**src/rtl/axi2mem_w_buffer.sv**
```systemverilog
// W-channel beat FIFO with a complete-burst counter; a pushed beat is visible one cycle later, no fall-through.
// Upstream is stalled while full (ready depends on registered occupancy only); downstream pops via valid/ready.
module axi2mem_w_buffer #(
  parameter int DATA_WIDTH   = 64,
  parameter int USER_WIDTH   = 6,
  parameter int BUFFER_DEPTH = 4,
  localparam int STRB_WIDTH  = DATA_WIDTH / 8,
  localparam int CW          = $clog2(BUFFER_DEPTH) + 1
) (
  input  logic                  clk_i,
  input  logic                  rst_ni,
  input  logic                  slave_valid_i,
  input  logic [DATA_WIDTH-1:0] slave_data_i,
  input  logic [STRB_WIDTH-1:0] slave_strb_i,
  input  logic [USER_WIDTH-1:0] slave_user_i,
  input  logic                  slave_last_i,
  output logic                  slave_ready_o,
  output logic                  master_valid_o,
  output logic [DATA_WIDTH-1:0] master_data_o,
  output logic [STRB_WIDTH-1:0] master_strb_o,
  output logic [USER_WIDTH-1:0] master_user_o,
  output logic                  master_last_o,
  input  logic                  master_ready_i,
  output logic [CW-1:0]         bursts_o,
  output logic                  burst_avail_o
);

  localparam int PW = $clog2(BUFFER_DEPTH);
  localparam int EW = DATA_WIDTH + STRB_WIDTH + USER_WIDTH + 1;

  logic [EW-1:0] mem [BUFFER_DEPTH];
  logic [PW-1:0] wr_ptr;
  logic [PW-1:0] rd_ptr;
  logic [CW-1:0] count;
  logic [CW-1:0] bursts;
  logic          push;
  logic          pop;
  logic          burst_in;
  logic          burst_out;

  assign slave_ready_o  = (count != CW'(BUFFER_DEPTH));
  assign master_valid_o = (count != '0);
  assign push           = slave_valid_i & slave_ready_o;
  assign pop            = master_valid_o & master_ready_i;
  assign burst_in       = push & slave_last_i;
  assign burst_out      = pop & master_last_o;

  // Head is read straight from storage; when empty it shows a stale entry.
  assign {master_data_o, master_strb_o, master_user_o, master_last_o} = mem[rd_ptr];
  assign bursts_o       = bursts;
  assign burst_avail_o  = (bursts != '0);

  always_ff @(posedge clk_i or negedge rst_ni) begin
    if (!rst_ni) begin
      for (int i = 0; i < BUFFER_DEPTH; i++) mem[i] <= '0;
      wr_ptr <= '0;
      rd_ptr <= '0;
      count  <= '0;
      bursts <= '0;
    end else begin
      if (push) begin
        mem[wr_ptr] <= {slave_data_i, slave_strb_i, slave_user_i, slave_last_i};
        wr_ptr      <= wr_ptr + PW'(1);
      end
      if (pop) rd_ptr <= rd_ptr + PW'(1);

      case ({push, pop})
        2'b10:   count <= count + CW'(1);
        2'b01:   count <= count - CW'(1);
        default: ;
      endcase

      // A burst only counts once its last beat is stored.
      case ({burst_in, burst_out})
        2'b10:   bursts <= bursts + CW'(1);
        2'b01:   bursts <= bursts - CW'(1);
        default: ;
      endcase
    end
  end

endmodule

```
**config.mk**
```make
export PLATFORM = sky130hd
export DESIGN_NAME = axi2mem_w_buffer
export DESIGN_NICKNAME = d
export VERILOG_FILES = /design/src/rtl/axi2mem_w_buffer.sv
export SDC_FILE = /design/constraint.sdc
export NUM_CORES = 1
export LEC_CHECK = 0
export BUFFER_PORTS_ARGS = -buffer_cell sky130_fd_sc_hd__buf_2
export CORE_MARGIN = 2
export CORE_UTILIZATION = 58
export DETAILED_ROUTE_END_ITERATION = 10
export PLACE_DENSITY = 0.87
export SYNTH_ARGS = -nofsm -noshare
export SYNTH_HDL_FRONTEND = slang
export SYNTH_SLANG_ARGS = --single-unit
export TNS_END_PERCENT = 5
```
**constraint.sdc**
```tcl
create_clock -name clk_i -period 3.1 [get_ports clk_i]
set_clock_uncertainty 0.1 [all_clocks]
set_input_delay 0.155 -clock clk_i [delete_from_list [all_inputs] [get_ports clk_i]]
set_output_delay 0.155 -clock clk_i [all_outputs]
set_load 0.005 [all_outputs]
```
## After elaboration in Yosys (flattened, before gate mapping)

Index checks and enable logic that the tools add are counted.

| word-level totals | value |
|---|---|
| register bits | 326 |

| cells by class | value |
|---|---|
| multiplexer cells | 8 |
| add/sub/neg operators | 6 |
| reductions and logical operators | 5 |
| $lt $le $gt $ge | 3 |
| bitwise operators | 6 |
| eq/ne operators | 5 |

Operators with widths:

| cell | count |
|---|---|
| $bwmux 316 | 1 |
| $mux 79 | 3 |
| $bmux 79 s2 | 1 |
| $demux 79 s2 | 1 |
| $pmux 3 s2 | 2 |
| $add 3x1->3 const B | 2 |
| $ge 3x3->1 const B | 2 |
| $not 2->3 | 2 |
| $reduce_bool 3->1 | 2 |
| $sub 3x1->3 const B | 2 |
| $add 2x1->2 const B | 2 |
| $and 1x1->1 | 4 |
| $eq 2x1->1 const B | 2 |
| $eq 2x2->1 const B | 2 |
| $reduce_bool 2->1 | 2 |
| $lt 3x1->1 const B | 1 |
| $ne 3x3->1 const B | 1 |
| $logic_and 1x1->1 | 1 |

## Depth between registers and ports, before layout

Gate-level depths: netlist of the first run.

| logic depth | value |
|---|---|
| word-level depth | 7 |
| depth in mapped cells | 9 |

## Worst setup path after synthesis of the first run

OpenSTA, ideal clock, no wires.

| path | value |
|---|---|
| path kind | flip-flop to flip-flop |
| start | register rd_ptr[0] |
| end | register bursts[2], in the netlist bursts_o[2] |
| stages on the path, launching flop included | 9 |
| path slack | 721 ps |
| arrival time | 2153 ps |
| library setup time | 125 ps |
| buffers on the path | 1 |
| path through | dfrtp_1 -> clkbuf_1 -> mux4_2 -> and2_1 -> ha_1 -> fa_1 -> xnor2_1 -> nor2_1 -> xor2_1 |

| between the ends | value |
|---|---|
| longest elaborated chain between the ends | 7 |
| elaborated cells on any way between the ends | 9 |

RTL lines:

| element | line | text |
|---|---|---|
| from (decl) | 33 | `logic [PW-1:0] rd_ptr;` |
| from (signal assigned) | 65 | `if (pop) rd_ptr <= rd_ptr + PW'(1);` |
| $not 2->3 (implied by the code) * | 49 | `assign {master_data_o, master_strb_o, master_user_o, master_last_o} = mem[rd_ptr];` |
| $bmux 79 s2 * | 49 |  |
| $mux 79 (implied by the code) * (2 in a row) | 49 |  |
| named net master_last_o | 22 | `output logic master_last_o,` |
| $and 1x1->1 * | 46 | `assign burst_out = pop & master_last_o;` |
| $eq 2x1->1 or $eq 2x2->1 (tied branches) | 74 | `case ({burst_in, burst_out})` |
| $pmux 3 s2 or $reduce_bool 2->1 (tied branches) | n/a |  |
| to (signal assigned) | 75 | `2'b10: bursts <= bursts + CW'(1);` |
| to (signal assigned) | 76 | `2'b01: bursts <= bursts - CW'(1);` |
| to (decl) | 35 | `logic [CW-1:0] bursts;` |

Mark *: on every way through the listed nets, which the timed path passes. The rest lies on a longest branch. The select of a mux whose other input is x is not followed.
A chain may end at the register's enable or synchronous reset.

## Worst setup path in the final report of the first run

| path | value |
|---|---|
| start | register rd_ptr[0] |
| end | output port master_data_o[9] |

| between the ends | value |
|---|---|
| longest elaborated chain between the ends | 4 |

RTL lines:

| element | line | text |
|---|---|---|
| $not 2->3 (implied by the code) | 49 |  |
| $bmux 79 s2 | 49 |  |
| $mux 79 (implied by the code) (2 in a row) | 49 |  |
| to (decl) | 19 | `output logic [DATA_WIDTH-1:0] master_data_o,` |

Every way passes these cells. The select of a mux whose other input is x is not followed.

==> impl_metrics.ini, run 1 <==
[worst_setup_path]
cpLargestDelayFamily = buffers and inverters
cp_slowest_cell = mux4_2
critPathLaunchType = flip-flop
crit_type = flip-flop to output port
rr_endpoint = bursts_o[2]$_DFFE_PN0P_
rr_startpoint = count[2]$_DFFE_PN0P_
critical_path_arrival_ns = 2.32
rrSetupSlack_ns = 0.75
path_cells = buf_12 > mux4_2 > buf_2
reg2reg_depth = 9
critPathBufInv = 2
cp.required_ns = 2.84
crit_path_max_incr_delay_ns = 0.61
crit_fanout = 80
critPathCaptureType = output port

[global_routing]
groute.usage.overall_pct = 23.88
antenna_found_initial = 0
grt_max_degree = 91
grt_pass1_wl_um = 48650
grt_pass1_vias = 9162
overflow = 0

[clock_network]
cts_tree = yes
clk_path_buf_depth = 3
cts-resized-gates = 0
post_cts_buffers = 0
worstSkewPairLatency_ns = 0.50
cts.sinks = 326
h-tree-depth = 2
clkTransAtPathRegs_ns = 0.06
numCtsBuffers = 34
cts_root_buf = clkbuf_16

[drt]
routedWlPerCell_um = 20.78
routed_wl_um = 29360
vias = 8054
viasPerCell = 5.700
ant_nets = 0
firstDrtPassIters = 4
drc = 0
drtIter0Drc = 433

[placement]
port_buffers = 167
pre_cts_ws_ns = 0.7691
dp_hpwl_um = 16940
gp_congestion = 0.7350

[die]
dieWidth_um = 160.2
boundaryPins = 168
core_area_um2 = 24110
start_util_pct = 58.68
die_h_um = 160.2
rows = 57
die_area_um2 = 25650

[hold_path]
hold_depth = 3
min_from = master_ready_i
hp-class = input pin to flip-flop
min_to = rd_ptr[0]$_DFFE_PN0N_

[yosys]
ys_async_sr_fraction_pct = 100.0
syn_nets = 907
synth_area_um2 = 14150
synth-seq-cells = 326
postSynthCellCount = 816
avgSynthCellArea_um2 = 17.34
synth_top_area_share_pct = 57.67
synth_warnings = 0
yosysTopAreaCell = dfrtp_1
synth_ff_type = dfrtp_1
synth-edff-count = 0
yosysUniqueCellTypes = 22
seq_area_frac_synth_pct = 57.67
ys_top_cells_by_area = dfrtp_1 58%, mux2_2 25%, mux4_2 13%

[sta]
min_period_ns = 2.571
setup_ws_ns = 0.5294
slew_violations = 0
rsz0062_at_grt = no
period_share_pct = 82.92
fin_setup_tns_ns = 0
tightest_slew_ns = 0.7354
setup_viol = 0
slew_headroom_pct = 50.97
max_freq_mhz = 389.0
hold_violations = 0

[layout]
nNetsFinal = 1157
num_antenna_cells = 0
final_cell_mix = 324 x dfrtp_1, 317 x mux2_2, 166 x buf_2
nFillCells = 1544
layout-drive-gt1-share_pct = 58.03
area_growth_pct = 21.85
layout_commonest_cell = dfrtp_1

[pwr]
p_seq_share_pct = 39.4
p_leak_uw = 0.007384
vdd_drop_max_mv = 1.319
power_per_cell_area_nw_per_um2 = 1128
power_frac_comb_pct = 40.2
pwr-share-clk_pct = 20.4
p_sw_share_pct = 29.89
switchingPower_uw = 5812
p_int_uw = 13630

[run]
max-cap-violations = 0

[outcome]
status = completed
## flip-flops by register name, indices dropped and copies added, names as in the netlist
name / cells
bursts_o: 3
count: 3
mem: 316
rd_ptr: 2
wr_ptr: 2
## power groups by stage
stage / Combinational (uW) / Clock, uW / Sequential, uW
finish: 7820 / 3970 / 7660
global route: 8410 / 4250 / 7940
CTS: 7890 / 4040 / 7640
detailed placement: 7750 / 0 / 7670
global placement: 7530 / 0 / 7500
floorplan: 5640 / 0 / 7220
## tightest hold or removal path: cells and delay by family
kind / cells / cell delay (ns)
compound gates: 1 / 0.16
xor+xnor: 1 / 0.16
buf+inv: 1 / 0.10
## cell usage after synthesis, types with 2 or more instances
master and count:
inv_1 7, xor2_1 4, clkbuf_1 7, nor2_2 4, buf_2 34, xnor2_1 5
dfrtp_1 326, mux4_2 79, nor2_1 2, or3_1 2, ha_1 6, nand2_1 6
buf_6 8, fa_1 2, mux2_2 317
## logic make-up (layout without fill, tap and decap cells)
family          Yosys count  in the layout  share of synthesized area (%)
compound gates            1              1                        0.06193
xor+xnor                  9              9                         0.5572
fa+ha+maj                 8              8                         0.8137
buf+inv                  57            330                          2.238
flops                   326            326                          57.67
mux                     398            398                          37.96
simple gates             17             17                         0.6988
## per-layer routing
metal  vias to the layer above  part of all wire (%)  global-route usage, %
met4                         0                   2.2                  6.880
met1                      4272                    42                  31.96
met5                         -                     0                      0
met2                       193                    50                  40.14
met3                        58                   5.2                  5.065
li1                       3531                     -                      -
## final cells by class
class	instances	area (um^2)	area share (%)
multi-input combinational	433	5692	33.02
clock inverter	6	80.08	0.4646
inverter	7	26.28	0.1524
timing repair buffer	264	1862	10.80
sequential	326	8165	47.37
clock buffer	53	1006	5.836
tap	324	405.4	2.352
## stage by stage
step	std cells	cell area, um^2	hold WS [ns]	utilization (%)	total power (uW)
after floorplan	816	14150	-0.2406	-	12860
after global placement	1274	15350	0.1348	63.68	15020
after detailed placement	1274	15350	0.1347	63.68	15420
after CTS	1413	17240	0.002407	71.50	19570
after global routing	1413	17240	0.01299	71.50	20590
final	1413	17240	0.01892	71.50	19450
## worst max path at each step
| stage | start | to | slack [ns] | cells past startpoint |
|---|---|---|---|---|
| after global placement | count[2]$_DFFE_PN0P_ | bursts_o[2]$_DFFE_PN0P_ | 0.79 | 9 |
| after global routing | rd_ptr[0]$_DFFE_PN0N_ | master_data_o[11] | 0.44 | 3 |
| after floorplan | rd_ptr[0]$_DFFE_PN0N_ | bursts_o[2]$_DFFE_PN0P_ | 0.72 | 8 |
| final | rd_ptr[0]$_DFFE_PN0N_ | master_data_o[9] | 0.53 | 3 |
| after CTS | rd_ptr[0]$_DFFE_PN0N_ | master_strb_o[4] | 0.52 | 3 |
| after detailed placement | rd_ptr[0]$_DFFE_PN0N_ | bursts_o[2]$_DFFE_PN0P_ | 0.77 | 7 |
## what timing repair did
item / CTS / global route
hold buffers: 80 / 0
hold endpoints to repair: 400 / 0
setup endpoints to repair: 0 / 0
Power figures use the tool's default switching activity.
==> inputs of run 2 (changes only) <==
==> constraint.sdc (replaced) <==
create_clock -name clk_i -period 2.7 [get_ports clk_i]
set_clock_uncertainty 0.1 [all_clocks]
set_input_delay 0.135 -clock clk_i [delete_from_list [all_inputs] [get_ports clk_i]]
set_output_delay 0.135 -clock clk_i [all_outputs]
set_load 0.005 [all_outputs]
==> impl_metrics.ini, run 2 (synthesis gave the netlist of run 1 again) <==
[clock_network]
clk_path_buf_depth = 3
h-tree-depth = 2
cts_tree = yes
cts.sinks = 326
cts_root_buf = clkbuf_16
clkTransAtPathRegs_ns = 0.06
worstSkewPairLatency_ns = 0.49
cts-resized-gates = 0
numCtsBuffers = 35

[worst_setup_path]
critical_path_arrival_ns = 2.30
crit_type = flip-flop to output port
critPathBufInv = 2
cpLargestDelayFamily = buffers and inverters
reg2reg_depth = 7
crit_fanout = 80
cp_slowest_cell = mux4_2
rr_startpoint = rd_ptr[0]$_DFFE_PN0N_
path_cells = buf_12 > mux4_2 > buf_2
cp-startpoint = rd_ptr[0]$_DFFE_PN0N_
critPathLaunchType = flip-flop
crit_path_max_incr_delay_ns = 0.63
crit_cells = 3
critPathCaptureType = output port
rrSetupSlack_ns = 0.34
cp.required_ns = 2.47

[drt]
drc = 0
ant_nets = 0
routed_wl_um = 29640
routedWlPerCell_um = 20.86
vias = 8217
firstDrtPassIters = 4
drtIter0Drc = 511
viasPerCell = 5.783

[outcome]
status = completed

[die]
die_h_um = 160.2
core_area_um2 = 24110
dieWidth_um = 160.2
die_area_um2 = 25650
start_util_pct = 58.68
rows = 57
boundaryPins = 168

[hold_path]
min_from = slave_valid_i
hold_depth = 3
hp-class = input pin to flip-flop

[pwr]
p_seq_share_pct = 39.0
vdd_drop_max_mv = 0.8374
power_frac_comb_pct = 40.6
power_per_cell_area_nw_per_um2 = 1293
switchingPower_uw = 6741
p_int_uw = 15680
pwr-share-clk_pct = 20.4
p_leak_uw = 0.007436
p_sw_share_pct = 30.07

[placement]
port_buffers = 167
dp_hpwl_um = 16690
place_inst = 1276
place_area_um2 = 15410
gp_congestion = 0.7805

[sta]
setup_viol = 0
min_period_ns = 2.536
max_freq_mhz = 394.4
tightest_slew_ns = 0.6834
slew_violations = 0
fin_setup_tns_ns = 0
hold_violations = 0
slew_headroom_pct = 54.44
rsz0062_at_grt = no
period_share_pct = 93.91

[layout]
fin_cells = 1421
nNetsFinal = 1161
area_growth_pct = 22.58
layout_commonest_cell = dfrtp_1
fin_area_um2 = 17340
multi_input_area_um2 = 5692
final_cell_mix = 324 x dfrtp_1, 317 x mux2_2, 166 x buf_2
max_flop_register = mem
largest_reg_flops = 316
layout-drive-gt1-share_pct = 58.63
register_area_um2 = 8165
nFillCells = 1495

[global_routing]
overflow = 0
grt_max_degree = 81
grt_pass1_vias = 9309
groute.usage.overall_pct = 24.14
grt_pass1_wl_um = 49200
antenna_found_initial = 2

[run]
max-cap-violations = 0
[run 2: cell types whose count changed in the layout (fill, tap and decap cells not counted), moves of 2 or more]
cell       before  now
buf_12          7   11
buf_4          10    8
bufinv_16       2    0
clkbuf_1       14    9
clkbuf_8        2    8
clkinv_2        4    8
diode_2         0    2
[run 2: path summary, 6_finish.rpt]
path	endpoint
max in group asynchronous	mem[138]$_DFFE_PN0P_
worst max-delay path	master_data_o[9]
worst min register to register	mem[259]$_DFFE_PN0P_
worst max register to register	bursts_o[2]$_DFFE_PN0P_
worst min-delay path	wr_ptr[0]$_DFFE_PN0P_
min in group asynchronous	mem[188]$_DFFE_PN0P_
[run 2: timing repair]
| action | in CTS | in global routing |
|---|---|---|
| buffers inserted | 0 | 0 |
| hold endpoints to repair | 619 | 0 |
| hold buffers | 81 | 0 |
[run 2: metal layers]
metal  global-route usage, %  vias up  share of wire, %
met3                   4.753       47               4.7
met4                   6.962        0               1.8
met2                   40.44      207                50
met5                       0        -                 0
met1                   32.64     4407                43
li1                        -     3556                 -
[run 2: power by group through the flow]
stage          clock, uW  sequential, uW  combinational (uW)
2_1_floorplan          0            8290                6480
3_3_place_gp           0            8590                8740
3_5_place_dp           0            8760                9000
4_1_cts             4650            8710                9140
5_1_grt             4880            9060                9800
6_report            4570            8740                9110
[run 2: final cells by class]
| cell class | count | share of cell area (%) |
|---|---|---|
| inverter | 7 | 0.1515 |
| clock buffer | 54 | 6.169 |
| tap | 324 | 2.338 |
| timing repair buffer | 267 | 11.17 |
| clock inverter | 8 | 0.2309 |
| multi-input combinational | 433 | 32.82 |
| sequential | 326 | 47.09 |
| antenna | 2 | 0.02886 |
[run 2: stage by stage]
step                total power, uW  util, %  setup slack, ns  hold slack [ns]
CTS                           22510    71.91           0.1157         0.003658
global placement              17330    63.95           0.3827        -0.007277
finish                        22420    71.94           0.1644          0.03024
detailed placement            17760    63.95           0.3689        -0.001425
global route                  23740    71.92          0.03271          0.02804
floorplan                     14770        -           0.3215          -0.2606
[run 2: worst register-to-register path, cell delays in order, from the launching register on]
cell,delay (ns)
dfrtp_4,0.44
mux4_2,0.53
and2_1,0.16
ha_1,0.23
fa_1,0.39
xnor2_1,0.17
nor2_1,0.07
xor2_1,0.14
==> inputs of run 3 (changes only) <==
==> constraint.sdc (replaced) <==
create_clock -name clk_i -period 2.9 [get_ports clk_i]
set_clock_uncertainty 0.1 [all_clocks]
set_input_delay 0.145 -clock clk_i [delete_from_list [all_inputs] [get_ports clk_i]]
set_output_delay 0.145 -clock clk_i [all_outputs]
set_load 0.005 [all_outputs]
==> impl_metrics.ini, run 3 (synthesis gave the netlist of run 1 again) <==
[clock_network]
numCtsBuffers = 35
worstSkewPairLatency_ns = 0.50
clkTransAtPathRegs_ns = 0.06
h-tree-depth = 2
cts_tree = yes
post_cts_buffers = 0
clk_path_buf_depth = 3
cts_root_buf = clkbuf_16
cts.sinks = 326

[worst_setup_path]
endpoint = master_strb_o[4]
critical_path_arrival_ns = 2.29
rrSetupSlack_ns = 0.40
crit_type = flip-flop to output port
rr_startpoint = rd_ptr[0]$_DFFE_PN0N_
critPathLaunchType = flip-flop
crit_fanout = 80
critPathCaptureType = output port
cp-startpoint = rd_ptr[0]$_DFFE_PN0N_
cp.required_ns = 2.65
rr_endpoint = bursts_o[2]$_DFFE_PN0P_
reg2reg_depth = 7

[sta]
tightest_slew_ns = 0.7036
slew_violations = 0
hold_violations = 0
slew_headroom_pct = 53.09
setup_viol = 0
period_share_pct = 87.54
whs_ns = 0.08501
min_period_ns = 2.539
max_freq_mhz = 393.9
fin_setup_tns_ns = 0
setup_ws_ns = 0.3613
rsz0062_at_grt = no

[die]
die_area_um2 = 25650
start_util_pct = 58.68
rows = 57
boundaryPins = 168
dieWidth_um = 160.2
die_h_um = 160.2
core_area_um2 = 24110

[placement]
port_buffers = 167
pre_cts_ws_ns = 0.5660
gp_congestion = 0.7329
dp_hpwl_um = 16710
place_inst = 1274

[global_routing]
grt_pass1_wl_um = 49040
busiest_layer = met2
grt_pass1_vias = 9321
grt_max_degree = 92
grtUsageMet1_pct = 32.21
globalRouteMet3Util_pct = 5.091
met2_usage_pct = 40.38
overflow = 0
antenna_found_initial = 0
groute.usage.overall_pct = 24.04

[drt]
ant_nets = 0
drtIter0Drc = 460
viasPerCell = 5.757
firstDrtPassIters = 5
drc = 0
vias = 8146
routedWlPerCell_um = 20.98
routed_wl_um = 29680

[layout]
max_flop_register = mem
multi_input_area_um2 = 5692
final_cell_mix = 324 x dfrtp_1, 317 x mux2_2, 166 x buf_2
final_util_pct = 71.85
largest_reg_flops = 316
fin_cells = 1415
register_area_um2 = 8165
nFillCells = 1509
layout_commonest_cell = dfrtp_1
num_antenna_cells = 0
area_growth_pct = 22.43
layout-drive-gt1-share_pct = 58.94
nNetsFinal = 1159

[pwr]
vdd_drop_max_mv = 0.9795
power_per_cell_area_nw_per_um2 = 1214
p_leak_uw = 0.007434

[hold_path]
hp-class = input pin to flip-flop

[run]
max-cap-violations = 0

[outcome]
status = completed
run 3: changes by cell type in the layout (fill, tap and decap cells not counted), sizes merged:
cell      before  now
buf          186  184
clkbuf        54   49
diode          2    0
clkinvlp       0    1
bufinv         0    2
run 3: where the power goes:
part | switching, uW | internal, uW
clock network | 1740 | 2700
registers | 1210 | 6920
logic | 3340 | 5110
run 3: final cells by class:
class                   instances  area share, %
clock inverters                11         0.6213
flip-flops and latches        326          47.15
clock buffers                  49          6.069
inverters                       7         0.1517
well taps                     324          2.341
repair buffers                265          10.81
multi-input cells             433          32.86
run 3: how the worst min path moves through the flow:
stage / slack, ns / from / endpoint / cells past startpoint
after floorplan: -0.25 / rst_ni / bursts_o[0]$_DFFE_PN0P_ / 0
after global placement: 0.11 / rst_ni / mem[188]$_DFFE_PN0P_ / 1
after detailed placement: 0.12 / rst_ni / mem[188]$_DFFE_PN0P_ / 1
after CTS: 0.008 / slave_valid_i / wr_ptr[0]$_DFFE_PN0P_ / 3
after global routing: 0.09 / slave_valid_i / wr_ptr[0]$_DFFE_PN0P_ / 3
final: 0.09 / slave_valid_i / wr_ptr[0]$_DFFE_PN0P_ / 3
run 3: what timing repair did:
item	CTS	global route
hold endpoints to repair	402	0
gates resized for setup	0	0
hold buffers	81	0
run 3: worst max-delay path: stages (launching register included):
cell,delay (ns)
dfrtp_4,0.43
buf_12,0.53
mux4_2,0.63
buf_2,0.15
run 3: routing by layer:
metal	up-vias	routed length, um
met5	-	0
met4	0	529
met3	42	1491
met2	170	15100
met1	4408	12560
li1	3526	-
run 3: stage by stage:
step                instance area (um^2)  total power [uW]
CTS                                17320             21120
global placement                   15350             16080
detailed placement                 15350             16510
finish                             17320             21020
global route                       17320             22210
floorplan                          14150             13750
